`src/rtl/tablero_jugadas_if.sv`:
```
// Move handshake between the player front-end (master) and the board writer (slave).
interface tablero_jugadas_if;
    logic       mov_valido;
    logic [1:0] mov_fila;
    logic [1:0] mov_col;
    logic       mov_listo;
    logic       mov_ack;
    logic       mov_error;

    modport master (
        output mov_valido, mov_fila, mov_col,
        input  mov_listo, mov_ack, mov_error
    );

    modport slave (
        input  mov_valido, mov_fila, mov_col,
        output mov_listo, mov_ack, mov_error
    );
endinterface

```
`src/rtl/tablero_jugadas.sv`:
```
// Three-in-a-row board writer: accepts moves, alternates turns, times out idle
// players and latches win/draw from the external combinational winner checker.
module tablero_jugadas #(
    parameter int unsigned CICLOS_TURNO = 50_000_000
) (
    input  logic                   clk,
    input  logic                   rst,
    input  logic                   nuevo_juego,
    tablero_jugadas_if.slave       mov,
    output logic [2:0][2:0][1:0]   matriz_juego,
    input  logic                   ganador,
    output logic [1:0]             turno,
    output logic [1:0]             estado_juego,
    output logic [1:0]             jugador_ganador,
    output logic                   tiempo_agotado
);

    localparam int unsigned CNT_W = (CICLOS_TURNO > 2) ? $clog2(CICLOS_TURNO) : 1;
    localparam logic [CNT_W-1:0] CNT_MAX = CNT_W'(CICLOS_TURNO - 1);
    localparam int unsigned MOV_W = 4;

    typedef enum logic [1:0] {
        ESPERA     = 2'd0,
        EVALUA     = 2'd1,
        FIN_GANA   = 2'd2,
        FIN_EMPATE = 2'd3
    } estado_t;

    estado_t                r_state;
    estado_t                w_state_nx;
    logic [2:0][2:0][1:0]   r_board;
    logic [2:0][2:0][1:0]   w_board_nx;
    logic [1:0]             r_turno;
    logic [1:0]             w_turno_nx;
    logic [1:0]             r_estado;
    logic [1:0]             w_estado_nx;
    logic [1:0]             r_jg;
    logic [1:0]             w_jg_nx;
    logic                   r_ack;
    logic                   w_ack_nx;
    logic                   r_err;
    logic                   w_err_nx;
    logic                   r_tout;
    logic                   w_tout_nx;
    logic [CNT_W-1:0]       r_cnt;
    logic [CNT_W-1:0]       w_cnt_nx;
    logic [MOV_W-1:0]       r_movs;
    logic [MOV_W-1:0]       w_movs_nx;

    logic                   w_en_rango;
    logic [1:0]             w_celda;
    logic                   w_hs;
    logic                   w_legal;
    logic                   w_expira;

    function automatic logic [1:0] otro_jugador(input logic [1:0] t);
        return (t == 2'd1) ? 2'd2 : 2'd1;
    endfunction

    // Handshake decode for the move offered this cycle
    always_comb begin
        w_en_rango = (mov.mov_fila != 2'd3) && (mov.mov_col != 2'd3);
        w_celda    = 2'd0;
        if (w_en_rango)
            w_celda = r_board[mov.mov_fila][mov.mov_col];
        w_hs     = (r_state == ESPERA) && mov.mov_valido;
        w_legal  = w_hs && w_en_rango && (w_celda == 2'd0);
        w_expira = (r_state == ESPERA) && (r_cnt == CNT_MAX);
    end

    always_ff @(posedge clk) begin
        if (rst)
            r_state <= ESPERA;
        else
            r_state <= w_state_nx;
    end

    always_comb begin
        w_state_nx = r_state;
        if (nuevo_juego) begin
            w_state_nx = ESPERA;
        end else begin
            case (r_state)
                ESPERA:  if (w_legal) w_state_nx = EVALUA;
                EVALUA: begin
                    if (ganador)
                        w_state_nx = FIN_GANA;
                    else if (r_movs == MOV_W'(9))
                        w_state_nx = FIN_EMPATE;
                    else
                        w_state_nx = ESPERA;
                end
                default: w_state_nx = r_state;
            endcase
        end
    end

    // Next values of the registered outputs and datapath
    always_comb begin
        w_board_nx  = r_board;
        w_turno_nx  = r_turno;
        w_estado_nx = r_estado;
        w_jg_nx     = r_jg;
        w_ack_nx    = 1'b0;
        w_err_nx    = 1'b0;
        w_tout_nx   = 1'b0;
        w_cnt_nx    = r_cnt;
        w_movs_nx   = r_movs;
        if (nuevo_juego) begin
            w_board_nx  = '0;
            w_turno_nx  = 2'd1;
            w_estado_nx = 2'd0;
            w_jg_nx     = 2'd0;
            w_cnt_nx    = '0;
            w_movs_nx   = '0;
        end else begin
            case (r_state)
                ESPERA: begin
                    // A legal move beats expiry; expiry beats an illegal move so pulses stay exclusive
                    if (w_legal) begin
                        w_board_nx[mov.mov_fila][mov.mov_col] = r_turno;
                        w_movs_nx = r_movs + MOV_W'(1);
                        w_ack_nx  = 1'b1;
                        w_cnt_nx  = '0;
                    end else if (w_expira) begin
                        w_turno_nx = otro_jugador(r_turno);
                        w_tout_nx  = 1'b1;
                        w_cnt_nx   = '0;
                    end else begin
                        w_cnt_nx = r_cnt + CNT_W'(1);
                        w_err_nx = w_hs;
                    end
                end
                EVALUA: begin
                    w_cnt_nx = '0;
                    if (ganador) begin
                        w_estado_nx = 2'd1;
                        w_jg_nx     = r_turno;
                    end else if (r_movs == MOV_W'(9)) begin
                        w_estado_nx = 2'd2;
                    end else begin
                        w_turno_nx = otro_jugador(r_turno);
                    end
                end
                default: ;
            endcase
        end
    end

    always_ff @(posedge clk) begin
        if (rst) begin
            r_board  <= '0;
            r_turno  <= 2'd1;
            r_estado <= 2'd0;
            r_jg     <= 2'd0;
            r_ack    <= 1'b0;
            r_err    <= 1'b0;
            r_tout   <= 1'b0;
            r_cnt    <= '0;
            r_movs   <= '0;
        end else begin
            r_board  <= w_board_nx;
            r_turno  <= w_turno_nx;
            r_estado <= w_estado_nx;
            r_jg     <= w_jg_nx;
            r_ack    <= w_ack_nx;
            r_err    <= w_err_nx;
            r_tout   <= w_tout_nx;
            r_cnt    <= w_cnt_nx;
            r_movs   <= w_movs_nx;
        end
    end

    assign mov.mov_listo   = (r_state == ESPERA);
    assign mov.mov_ack     = r_ack;
    assign mov.mov_error   = r_err;
    assign matriz_juego    = r_board;
    assign turno           = r_turno;
    assign estado_juego    = r_estado;
    assign jugador_ganador = r_jg;
    assign tiempo_agotado  = r_tout;

endmodule
```
`src/flat_wrapper.sv`:
```
// flat-port wrapper written by rule: the top's interface ports become plain ports
module tablero_jugadas_flat 
#(
    parameter int unsigned CICLOS_TURNO = 50_000_000
)
  (clk, rst, nuevo_juego, matriz_juego, ganador, turno, estado_juego, jugador_ganador, tiempo_agotado, mov_mov_valido, mov_mov_fila, mov_mov_col, mov_mov_listo, mov_mov_ack, mov_mov_error);
  tablero_jugadas_if mov_i ();
  input  logic clk;
  input  logic rst;
  input  logic nuevo_juego;
  output logic [2:0][2:0][1:0] matriz_juego;
  input  logic ganador;
  output logic [1:0] turno;
  output logic [1:0] estado_juego;
  output logic [1:0] jugador_ganador;
  output logic tiempo_agotado;
  input wire logic [$bits(mov_i.mov_valido)-1:0] mov_mov_valido;
  input wire logic [$bits(mov_i.mov_fila)-1:0] mov_mov_fila;
  input wire logic [$bits(mov_i.mov_col)-1:0] mov_mov_col;
  output wire logic [$bits(mov_i.mov_listo)-1:0] mov_mov_listo;
  output wire logic [$bits(mov_i.mov_ack)-1:0] mov_mov_ack;
  output wire logic [$bits(mov_i.mov_error)-1:0] mov_mov_error;
  assign mov_i.mov_valido = mov_mov_valido;
  assign mov_i.mov_fila = mov_mov_fila;
  assign mov_i.mov_col = mov_mov_col;
  assign mov_mov_listo = mov_i.mov_listo;
  assign mov_mov_ack = mov_i.mov_ack;
  assign mov_mov_error = mov_i.mov_error;
  tablero_jugadas #(.CICLOS_TURNO(CICLOS_TURNO)) u_core (.clk(clk), .rst(rst), .nuevo_juego(nuevo_juego), .mov(mov_i), .matriz_juego(matriz_juego), .ganador(ganador), .turno(turno), .estado_juego(estado_juego), .jugador_ganador(jugador_ganador), .tiempo_agotado(tiempo_agotado));
endmodule
```
`config.mk`:
```
export PLATFORM = sky130hd
export DESIGN_NAME = tablero_jugadas_flat
export DESIGN_NICKNAME = d
export VERILOG_FILES = /design/src/rtl/tablero_jugadas_if.sv /design/src/rtl/tablero_jugadas.sv /design/src/flat_wrapper.sv
export SDC_FILE = /design/constraint.sdc
export NUM_CORES = 1
export LEC_CHECK = 0
export BUFFER_PORTS_ARGS = -buffer_cell sky130_fd_sc_hd__buf_2
export CORE_MARGIN = 4
export CORE_UTILIZATION = 56
export CTS_BUF_LIST = sky130_fd_sc_hd__clkbuf_4
export CTS_CLUSTER_SIZE = 12
export DETAILED_ROUTE_END_ITERATION = 10
export PLACE_DENSITY = 0.78
export SYNTH_ARGS = -nofsm -noshare
export SYNTH_HDL_FRONTEND = slang
export SYNTH_SLANG_ARGS = --single-unit
```
`constraint.sdc`:
```
create_clock -name clk -period 2.7 [get_ports clk]
set_input_delay 0.405 -clock clk [delete_from_list [all_inputs] [get_ports clk]]
set_output_delay 0.405 -clock clk [all_outputs]
set_load 0.1 [all_outputs]
```
==> results of run 1 <==
-- final timing paths --
kind | end | slack [ns] | cells past startpoint
worst min-delay path | u_core.mov.mov_error | 0.24 | 2
worst min register to register | u_core.r_movs[3] | 0.49 | 2
worst max register to register | u_core.r_cnt[25] | 0.33 | 7
worst max-delay path | u_core.r_cnt[25] | 0.33 | 7
-- cells in the mapped netlist (3+ instances only) --
| cell | instances |
|---|---|
| a22o_1 | 5 |
| a21o_1 | 6 |
| nand4_1 | 8 |
| nand2b_1 | 4 |
| or4_1 | 4 |
| or2_2 | 6 |
| a21oi_1 | 13 |
| o21ai_1 | 4 |
| a211oi_1 | 3 |
| or3_1 | 4 |
| buf_2 | 7 |
| nand2_1 | 29 |
| inv_1 | 7 |
| nor2b_1 | 3 |
| clkbuf_1 | 8 |
| nor3_1 | 6 |
| o311ai_1 | 4 |
| o31ai_1 | 4 |
| ha_1 | 3 |
| nor2_1 | 45 |
| nand4b_1 | 3 |
| dfxtp_1 | 59 |
| a31oi_1 | 21 |
| and3_1 | 9 |
| mux2i_1 | 5 |
| nor3b_1 | 6 |
| nand3_1 | 23 |
| o21ai_0 | 4 |
-- layout by cell type (no fill, tap or decap), types with 3 or more instances in the layout --
cell type	n
o311ai_1	4
clkinv_2	3
mux2i_1	5
o21ai_1	4
nand2b_1	4
a211oi_1	3
nor3_1	6
nand4_1	8
ha_1	3
buf_2	36
and3_1	9
nor2_1	44
clkbuf_4	10
or3_1	4
nand4b_1	3
o31ai_1	4
buf_4	12
or4_1	4
nor3b_1	6
a22o_1	5
nand3_1	23
inv_1	7
o21ai_0	4
nand2_1	29
nor2b_1	3
a21o_1	6
a21oi_1	13
or2_2	6
dfxtp_1	59
a31oi_1	21
-- through the flow --
| step | util [%] | hold slack, ns |
|---|---|---|
| 6_report | 66.7 | 0.239 |
| 5_1_grt | 66.7 | 0.224 |
| 4_1_cts | 66.7 | 0.212 |
| 3_5_place_dp | 64.0 | 0.475 |
| 3_3_place_gp | 64.0 | 0.461 |
| 2_1_floorplan | - | 0.447 |
-- routing by layer --
metal  vias to the layer above  wire length, um  track usage, %
li1                       1328                -               -
met1                      1246             3090            30.6
met2                        79             2770            33.4
met3                         9              417            7.80
met4                         0              108            9.79
met5                         -                0               0
-- power by group through the flow --
stage	Clock (mW)	Sequential, mW	Combinational, mW
final	0.618	0.882	0.132
after global placement	0	0.902	0.130
after CTS	0.635	0.882	0.131
after floorplan	0	0.918	0.0809
after global routing	0.679	0.884	0.144
after detailed placement	0	0.902	0.131
-- registers in the layout (all words and copies together) (netlist names) --
signal and cells:
u_core.mov.mov_error 1, u_core.matriz_juego 18, u_core.mov.mov_ack 1, u_core.estado_juego 2, u_core.tiempo_agotado 1, u_core.r_cnt 26
u_core.r_movs 4, u_core.turno 2, u_core.jugador_ganador 2, u_core.r_state 2
-- area by class of cell --
class                   instances  area [um2]  area share (%)
clock buffers                  10        75.1            2.35
clock inverters                 6        56.3            1.76
inverters                       7        26.3           0.823
multi-input cells             252        1500            47.0
flip-flops and latches         59        1180            37.0
well taps                      67        83.8            2.62
repair buffers                 48         270            8.46
-- logic make-up (layout without fill, tap and decap cells) --
logic type / count (synthesis) / after routing / share of synthesized area [%]
buf+inv: 25 / 71 / 3.95
mux: 5 / 5 / 1.79
flops: 59 / 59 / 42.3
fa+ha+maj: 3 / 3 / 1.35
compound gates: 79 / 79 / 19.2
xor+xnor: 3 / 3 / 0.942
simple gates: 162 / 162 / 30.4
==> impl_metrics.json, run 1 <==
{
  "clockBufferDepth": 2,
  "async_flop_share_pct": 0,
  "io-pin-count": 37,
  "path_cells": "or4_1 -> or4_4 -> o21ai_2 -> a21oi_2 -> buf_4 -> and3_1 -> a221o_1",
  "post-place-ws_ns": 0.344,
  "core.rowCount": 25,
  "power.total_mw": 1.63,
  "synth_area_um2": 2790,
  "cp_top_family": "simple AND/OR/NAND/NOR gates",
  "drc": 0,
  "ant_nets": 0,
  "numCtsBuffers": 9,
  "routed_wl_mm": 6.38,
  "dp.cells": 433,
  "critPathKind": "flip-flop to flip-flop",
  "pwr_density_cell_nw_per_um2": 511,
  "fin_crit_sh_pct": 87.9,
  "ys_types": 53,
  "yosys.area.top_type": "dfxtp_1",
  "finalCriticalPeriod_ns": 2.37,
  "wl_per_cell_um": 14.2,
  "cts_tree": "done",
  "skew_ns": 0.0146,
  "grt_pass1_wl_mm": 11.2,
  "layout_setup_ws_ns": 0.325,
  "syn_to_final_growth_pct": 14.5,
  "worst-slew-pin-transition_ns": 0.788,
  "relSlewSlack_pct": 47.5,
  "grt-ovfl-total": 0,
  "cts_root_buf": "clkbuf_4",
  "p_clk_share_pct": 37.9,
  "ys_warn_count": 0,
  "rsz0062_at_grt": "false",
  "place_area_um2": 3060,
  "n_antenna_cell": 0,
  "ys_ff_latch": 59,
  "synth_top_area_share_pct": 42.3,
  "endpoint_kind": "flip-flop",
  "dr.pass1.iters": 4,
  "grt_max_degree": 30,
  "syn_inst": 336,
  "p_int_mw": 1.20,
  "slew_violations": 0,
  "fill_cells": 419,
  "seq_power_share_pct": 54.1,
  "cts-resized-gates": 0,
  "gp_congestion": 0.880,
  "grt.total_usage_pct": 22.9,
  "dr_total_vias": 2662,
  "p_sw_share_pct": 26.4,
  "cts_hold_buffers": 0,
  "htree_levels": 3,
  "yosysSeqAreaShare_pct": 42.3,
  "cp_slowest_cell": "or4_1",
  "crit_fanout": 19,
  "cts_setup_buffers": 0,
  "synthFlopType": "dfxtp_1",
  "fmax_mhz": 421,
  "finalHoldViolCount": 0,
  "stdcell_area_um2": 3190,
  "postSynthAreaPerCell_um2": 8.30,
  "status": "complete, no violations",
  "hold_start": "mov_mov_valido",
  "tns_ns": 0,
  "max_stage_delay_ns": 0.54,
  "maxCapViolations": 0,
  "drive_gt1_share_pct": 19.6,
  "die_w_um": 78.6,
  "grt_pass1_vias": 2431,
  "critical_path.startpoint": "u_core.r_cnt[24]",
  "synth.area.top_cells": "dfxtp_1 42%, nor2_1 6.1%, a31oi_1 4.7%, nand3_1 4.1%, nand2_1 3.9%",
  "drt_iter0_drc": 218,
  "start_kind": "flip-flop",
  "clk_pin_slew_ns": 0.11,
  "cts_sinks": 59,
  "rr_startpoint": "u_core.r_cnt[24]",
  "crit_arrival_ns": 2.69,
  "dp_hpwl_mm": 4.44,
  "core_area_um2": 4790,
  "stdcell_count": 449,
  "power_switching_mw": 0.431,
  "required_ns": 3.01,
  "antenna_found_initial": 0,
  "portBuffers": 36,
  "detail_route.vias_per_cell": 5.93,
  "vdd_drop_max_uv": 359,
  "setup_viol": 0,
  "dieHeight_um": 78.6,
  "fin_nets": 389,
  "path_buf_inv": 1,
  "dieArea_um2": 6180,
  "start_util_pct": 58.3,
  "hold_class": "primary input to flip-flop",
  "comb_power_share_pct": 8.1,
  "synth.net_count": 348,
  "synth_edf_count": 0,
  "leakagePower_nw": 1.29,
  "clk-insertion-delay-late_ns": 0.41
}
Note: power is estimated with default switching activity, not from simulation.
==> run 2: changes to the inputs <==
- CORE_UTILIZATION: 56 -> 30
- PLACE_DENSITY: 0.78 -> 0.47
==> run 2 against run 1 <==
Net effect:
- critical path depth did not move
- first-iteration DRC count fell by 51%
- worst setup slack improved by 0.019 ns
- wire length rose by 17%
- non-clock buffer count rose by 1
- utilization fell by 30 points
- design area rose by 2.6%
- flip-flop and latch count did not move
- critical path type unchanged
- largest cell class unchanged
==> impl_metrics.json, run 2 (synthesized netlist as in run 1, its figures left out) <==
{
  "status": "complete, no violations",
  "tns_ns": 0,
  "topRoutingLayerUsed": "met4",
  "cts_hold_buffers": 0,
  "drc": 0,
  "rrSetupSlack_ns": 0.34,
  "final_common_cell": "dfxtp_1",
  "relSlewSlack_pct": 65.1,
  "grt-ovfl-total": 0,
  "dr_total_vias": 2649,
  "start_kind": "flip-flop",
  "io-pin-count": 37,
  "wl_per_cell_um": 15.2,
  "htree_levels": 3,
  "hold_ws_ns": 0.257,
  "finalHoldViolCount": 0,
  "leakagePower_nw": 1.30,
  "hold_class": "primary input to flip-flop",
  "reg2reg_depth": 7,
  "layout_common_cells": "59 x dfxtp_1, 44 x nor2_1, 36 x buf_2",
  "skew_ns": 0.0267,
  "ant_nets": 0,
  "endpoint_kind": "flip-flop",
  "setup_viol": 0,
  "pwr_density_cell_nw_per_um2": 528,
  "grt_pass1_vias": 2525,
  "clk-insertion-delay-late_ns": 0.41,
  "core.rowCount": 34,
  "endpoint": "u_core.r_cnt[25]",
  "dr.pass1.iters": 4,
  "route.met2.wl_mm": 3.27,
  "rr_startpoint": "u_core.r_cnt[9]",
  "cts_root_buf": "clkbuf_4",
  "gp_congestion": 0.767,
  "largest_reg_flops": 26,
  "dp_hpwl_mm": 5.31,
  "worst-slew-pin-transition_ns": 0.522,
  "place_area_um2": 3120,
  "n_antenna_cell": 0,
  "grt_pass1_wl_mm": 12.8,
  "cts_sinks": 59,
  "maxCapViolations": 0,
  "clockBufferDepth": 2,
  "finalCriticalPeriod_ns": 2.36,
  "largest-register": "u_core.r_cnt",
  "vdd_drop_max_uv": 284,
  "fmax_mhz": 424,
  "detail_route.vias_per_cell": 5.40,
  "dr_wl_met3_um": 345,
  "slew_violations": 0,
  "critical_path.startpoint": "u_core.r_cnt[9]",
  "syn_to_final_growth_pct": 17.4,
  "crit_arrival_ns": 2.66,
  "drive_gt1_share_pct": 19.6,
  "stdcell_area_um2": 3280,
  "fin_nets": 390,
  "portBuffers": 36,
  "cts-resized-gates": 0,
  "crit_fanout": 19,
  "core_area_um2": 8890,
  "dieHeight_um": 104,
  "cts_tree": "done",
  "antenna_found_initial": 0,
  "required_ns": 3.01,
  "cts_setup_buffers": 0,
  "numCtsBuffers": 9,
  "fin_crit_sh_pct": 87.3,
  "dieArea_um2": 10900,
  "start_util_pct": 31.4,
  "drt_iter0_drc": 107,
  "grt.total_usage_pct": 14.3,
  "routed_wl_mm": 7.46,
  "grt_max_degree": 30,
  "critPathKind": "flip-flop to flip-flop",
  "fill_cells": 932,
  "die_w_um": 104,
  "rsz0062_at_grt": "false",
  "routedLengthMet1_mm": 3.72,
  "clk_pin_slew_ns": 0.12,
  "rr_endpoint": "u_core.r_cnt[25]"
}
## run 2: cell count changes in the layout (fill, tap and decap cells not counted), sizes merged
cell	delta
bufinv	+1
buf	+1
clkinv	-1
## run 2: power breakdown
| part | internal (mW) | switching [mW] |
|---|---|---|
| clock network | 0.379 | 0.332 |
| logic | 0.0416 | 0.0958 |
| registers | 0.876 | 0.00703 |
## run 2: through the flow
| stage | total power [mW] | utilization, % | setup slack (ns) | instances |
|---|---|---|---|---|
| 2_1_floorplan | 0.999 | - | 0.182 | 336 |
| 3_3_place_gp | 1.04 | 35.1 | 0.373 | 475 |
| 3_5_place_dp | 1.04 | 35.1 | 0.362 | 475 |
| 4_1_cts | 1.75 | 36.9 | 0.338 | 491 |
| 5_1_grt | 1.81 | 36.9 | 0.214 | 491 |
| 6_report | 1.73 | 36.9 | 0.344 | 491 |
## run 2: layout make-up
cell class                 count  area (um2)  share of cell area, %
tap                          108         135                   4.12
clock inverter                 6        80.1                   2.44
inverter                       7        26.3                  0.802
multi-input combinational    252        1500                   45.8
clock buffer                  10        75.1                   2.29
timing repair buffer          49         278                   8.48
sequential                    59        1180                   36.0
## run 2: worst max-delay path, stage by stage, from the launching register on
cell,delay [ns]
dfxtp_1,0.40
or4_1,0.48
or4_4,0.54
o21ai_2,0.14
a21oi_2,0.05
buf_4,0.22
and3_1,0.18
a221o_1,0.25
## run 2: routing by layer
layer | track usage, % | vias to the layer above
met5 | 0 | -
met4 | 4.56 | 0
met3 | 4.84 | 13
met2 | 20.8 | 44
met1 | 19.7 | 1270
li1 | - | 1322
## run 2: worst min-delay path by stage
stage	start	to	slack [ns]	depth (start not counted)
4_1_cts	mov_mov_valido	u_core.mov.mov_error	0.24	2
6_report	mov_mov_valido	u_core.mov.mov_error	0.26	2
3_3_place_gp	u_core.r_movs[3]	u_core.r_movs[3]	0.46	2
3_5_place_dp	u_core.estado_juego[0]	u_core.estado_juego[0]	0.47	2
2_1_floorplan	u_core.r_movs[3]	u_core.r_movs[3]	0.45	2
5_1_grt	mov_mov_valido	u_core.mov.mov_error	0.25	2
==> run 3: changes to the inputs <==
- CORE_MARGIN: 4 -> default
==> run 3 against run 2 <==
Net effect:
- first-iteration DRC count is 10% lower
- non-clock buffer count is 2 higher
- clock-buffer cell count stayed put
- register-to-register slack hardly changed
- worst hold slack worse by 0.0046 ns
- highest routed layer unchanged
- sequential power hardly changed
- flip-flop and latch count stayed put
- worst setup slack better by 0.0011 ns
==> impl_metrics.json, run 3 (synthesized netlist as in run 1, its figures left out) <==
{
  "status": "complete, no violations",
  "stdcell_area_um2": 3300,
  "cp_slowest_cell": "or4_4",
  "maxCapViolations": 0,
  "max_stage_delay_ns": 0.54,
  "start_util_pct": 31.5,
  "finalCriticalPeriod_ns": 2.35,
  "place_area_um2": 3150,
  "cts_sinks": 59,
  "crit_arrival_ns": 2.67,
  "clockBufferDepth": 2,
  "critPathKind": "flip-flop to flip-flop",
  "grt.total_usage_pct": 15.8,
  "ant_nets": 0,
  "cp_top_family": "simple AND/OR/NAND/NOR gates",
  "clk_pin_slew_ns": 0.10,
  "holdPathEnd": "u_core.mov.mov_error",
  "path_cells": "or4_1 -> or4_4 -> o21ai_2 -> a21oi_2 -> buf_12 -> and3_1 -> a221o_1",
  "cts_hold_buffers": 0,
  "drive_gt1_share_pct": 20.0,
  "skew_ns": 0.0200,
  "htree_levels": 3,
  "antenna_found_initial": 0,
  "dp_hpwl_mm": 5.07,
  "slew_violations": 0,
  "largest_reg_flops": 26,
  "n_antenna_cell": 0,
  "core_area_um2": 8850,
  "dr.pass1.iters": 6,
  "reg2reg_depth": 7,
  "dr_total_vias": 2595,
  "fmax_mhz": 425,
  "wl_per_cell_um": 14.8,
  "rr_endpoint": "u_core.r_cnt[25]",
  "hold_class": "primary input to flip-flop",
  "pwr_density_cell_nw_per_um2": 529,
  "fin_crit_sh_pct": 87.2,
  "power.total_mw": 1.75,
  "rr_startpoint": "u_core.r_cnt[24]",
  "hold_start": "mov_mov_valido",
  "cts_root_buf": "clkbuf_4",
  "setup_viol": 0,
  "fin_nets": 392,
  "portBuffers": 36,
  "dieHeight_um": 98.4,
  "path_buf_inv": 1,
  "numCtsBuffers": 9,
  "grt_max_degree": 37,
  "vdd_drop_max_uv": 209,
  "cts-resized-gates": 0,
  "worst-slew-pin-transition_ns": 0.502,
  "dieArea_um2": 9690,
  "routed_wl_mm": 7.30,
  "detail_route.vias_per_cell": 5.26,
  "grt-ovfl-total": 0,
  "cts_tree": "done",
  "tns_ns": 0,
  "drt_iter0_drc": 96,
  "cts_setup_buffers": 0,
  "endpoint_kind": "flip-flop",
  "crit_fanout": 36,
  "grt_pass1_vias": 2358,
  "final_common_cell": "dfxtp_1",
  "largest-register": "u_core.r_cnt",
  "required_ns": 3.01,
  "syn_to_final_growth_pct": 18.4,
  "whs_path_depth": 2,
  "io-pin-count": 37,
  "grt_pass1_wl_mm": 11.9,
  "clk-insertion-delay-late_ns": 0.42,
  "drc": 0,
  "start_kind": "flip-flop",
  "finalHoldViolCount": 0,
  "rrSetupSlack_ns": 0.35,
  "core.rowCount": 34,
  "gp_congestion": 0.754,
  "relSlewSlack_pct": 66.5,
  "layout_common_cells": "59 x dfxtp_1, 44 x nor2_1, 36 x buf_2",
  "die_w_um": 98.4,
  "rsz0062_at_grt": "false",
  "leakagePower_nw": 1.31
}
run 3: cell count changes in the layout (fill, tap and decap cells not counted):
cell    delta
buf_4      +1
buf_12     +1
run 3: per-stage QoR:
| step | util [%] | cells | setup WS [ns] | hold WS [ns] |
|---|---|---|---|---|
| floorplan | - | 336 | 0.182 | 0.447 |
| global placement | 35.6 | 477 | 0.367 | 0.462 |
| detailed placement | 35.6 | 477 | 0.367 | 0.469 |
| CTS | 37.3 | 493 | 0.348 | 0.227 |
| global route | 37.3 | 493 | 0.222 | 0.253 |
| finish | 37.3 | 493 | 0.345 | 0.252 |
run 3: worst max-delay path by stage:
stage | cells past startpoint | to | slack (ns) | from
2_1_floorplan | 6 | u_core.r_cnt[25] | 0.18 | u_core.r_state[0]
3_3_place_gp | 8 | u_core.r_cnt[25] | 0.37 | u_core.r_cnt[0]
3_5_place_dp | 7 | u_core.r_cnt[25] | 0.37 | u_core.r_cnt[7]
4_1_cts | 7 | u_core.r_cnt[25] | 0.35 | u_core.r_cnt[7]
5_1_grt | 8 | u_core.r_cnt[25] | 0.22 | u_core.r_cnt[0]
6_report | 7 | u_core.r_cnt[25] | 0.35 | u_core.r_cnt[24]
run 3: layout make-up:
cell class,instances,area (um2)
well taps,108,135
inverters,7,26.3
multi-input cells,252,1500
clock buffers,10,75.1
clock inverters,6,80.1
flip-flops and latches,59,1180
repair buffers,51,305
fillers,946,5540
run 3: power breakdown:
group | leakage [nW] | switching (mW) | internal [mW]
clock | 0.0815 | 0.349 | 0.379
sequential | 0.476 | 0.00657 | 0.876
combinational | 0.756 | 0.0961 | 0.0438
total | 1.31 | 0.451 | 1.30
run 3: layer usage:
layer	global-route usage, %	wire length (um)
met5	0	0
met4	7.23	116
met2	24.1	3150
met1	20.9	3750
met3	4.11	283
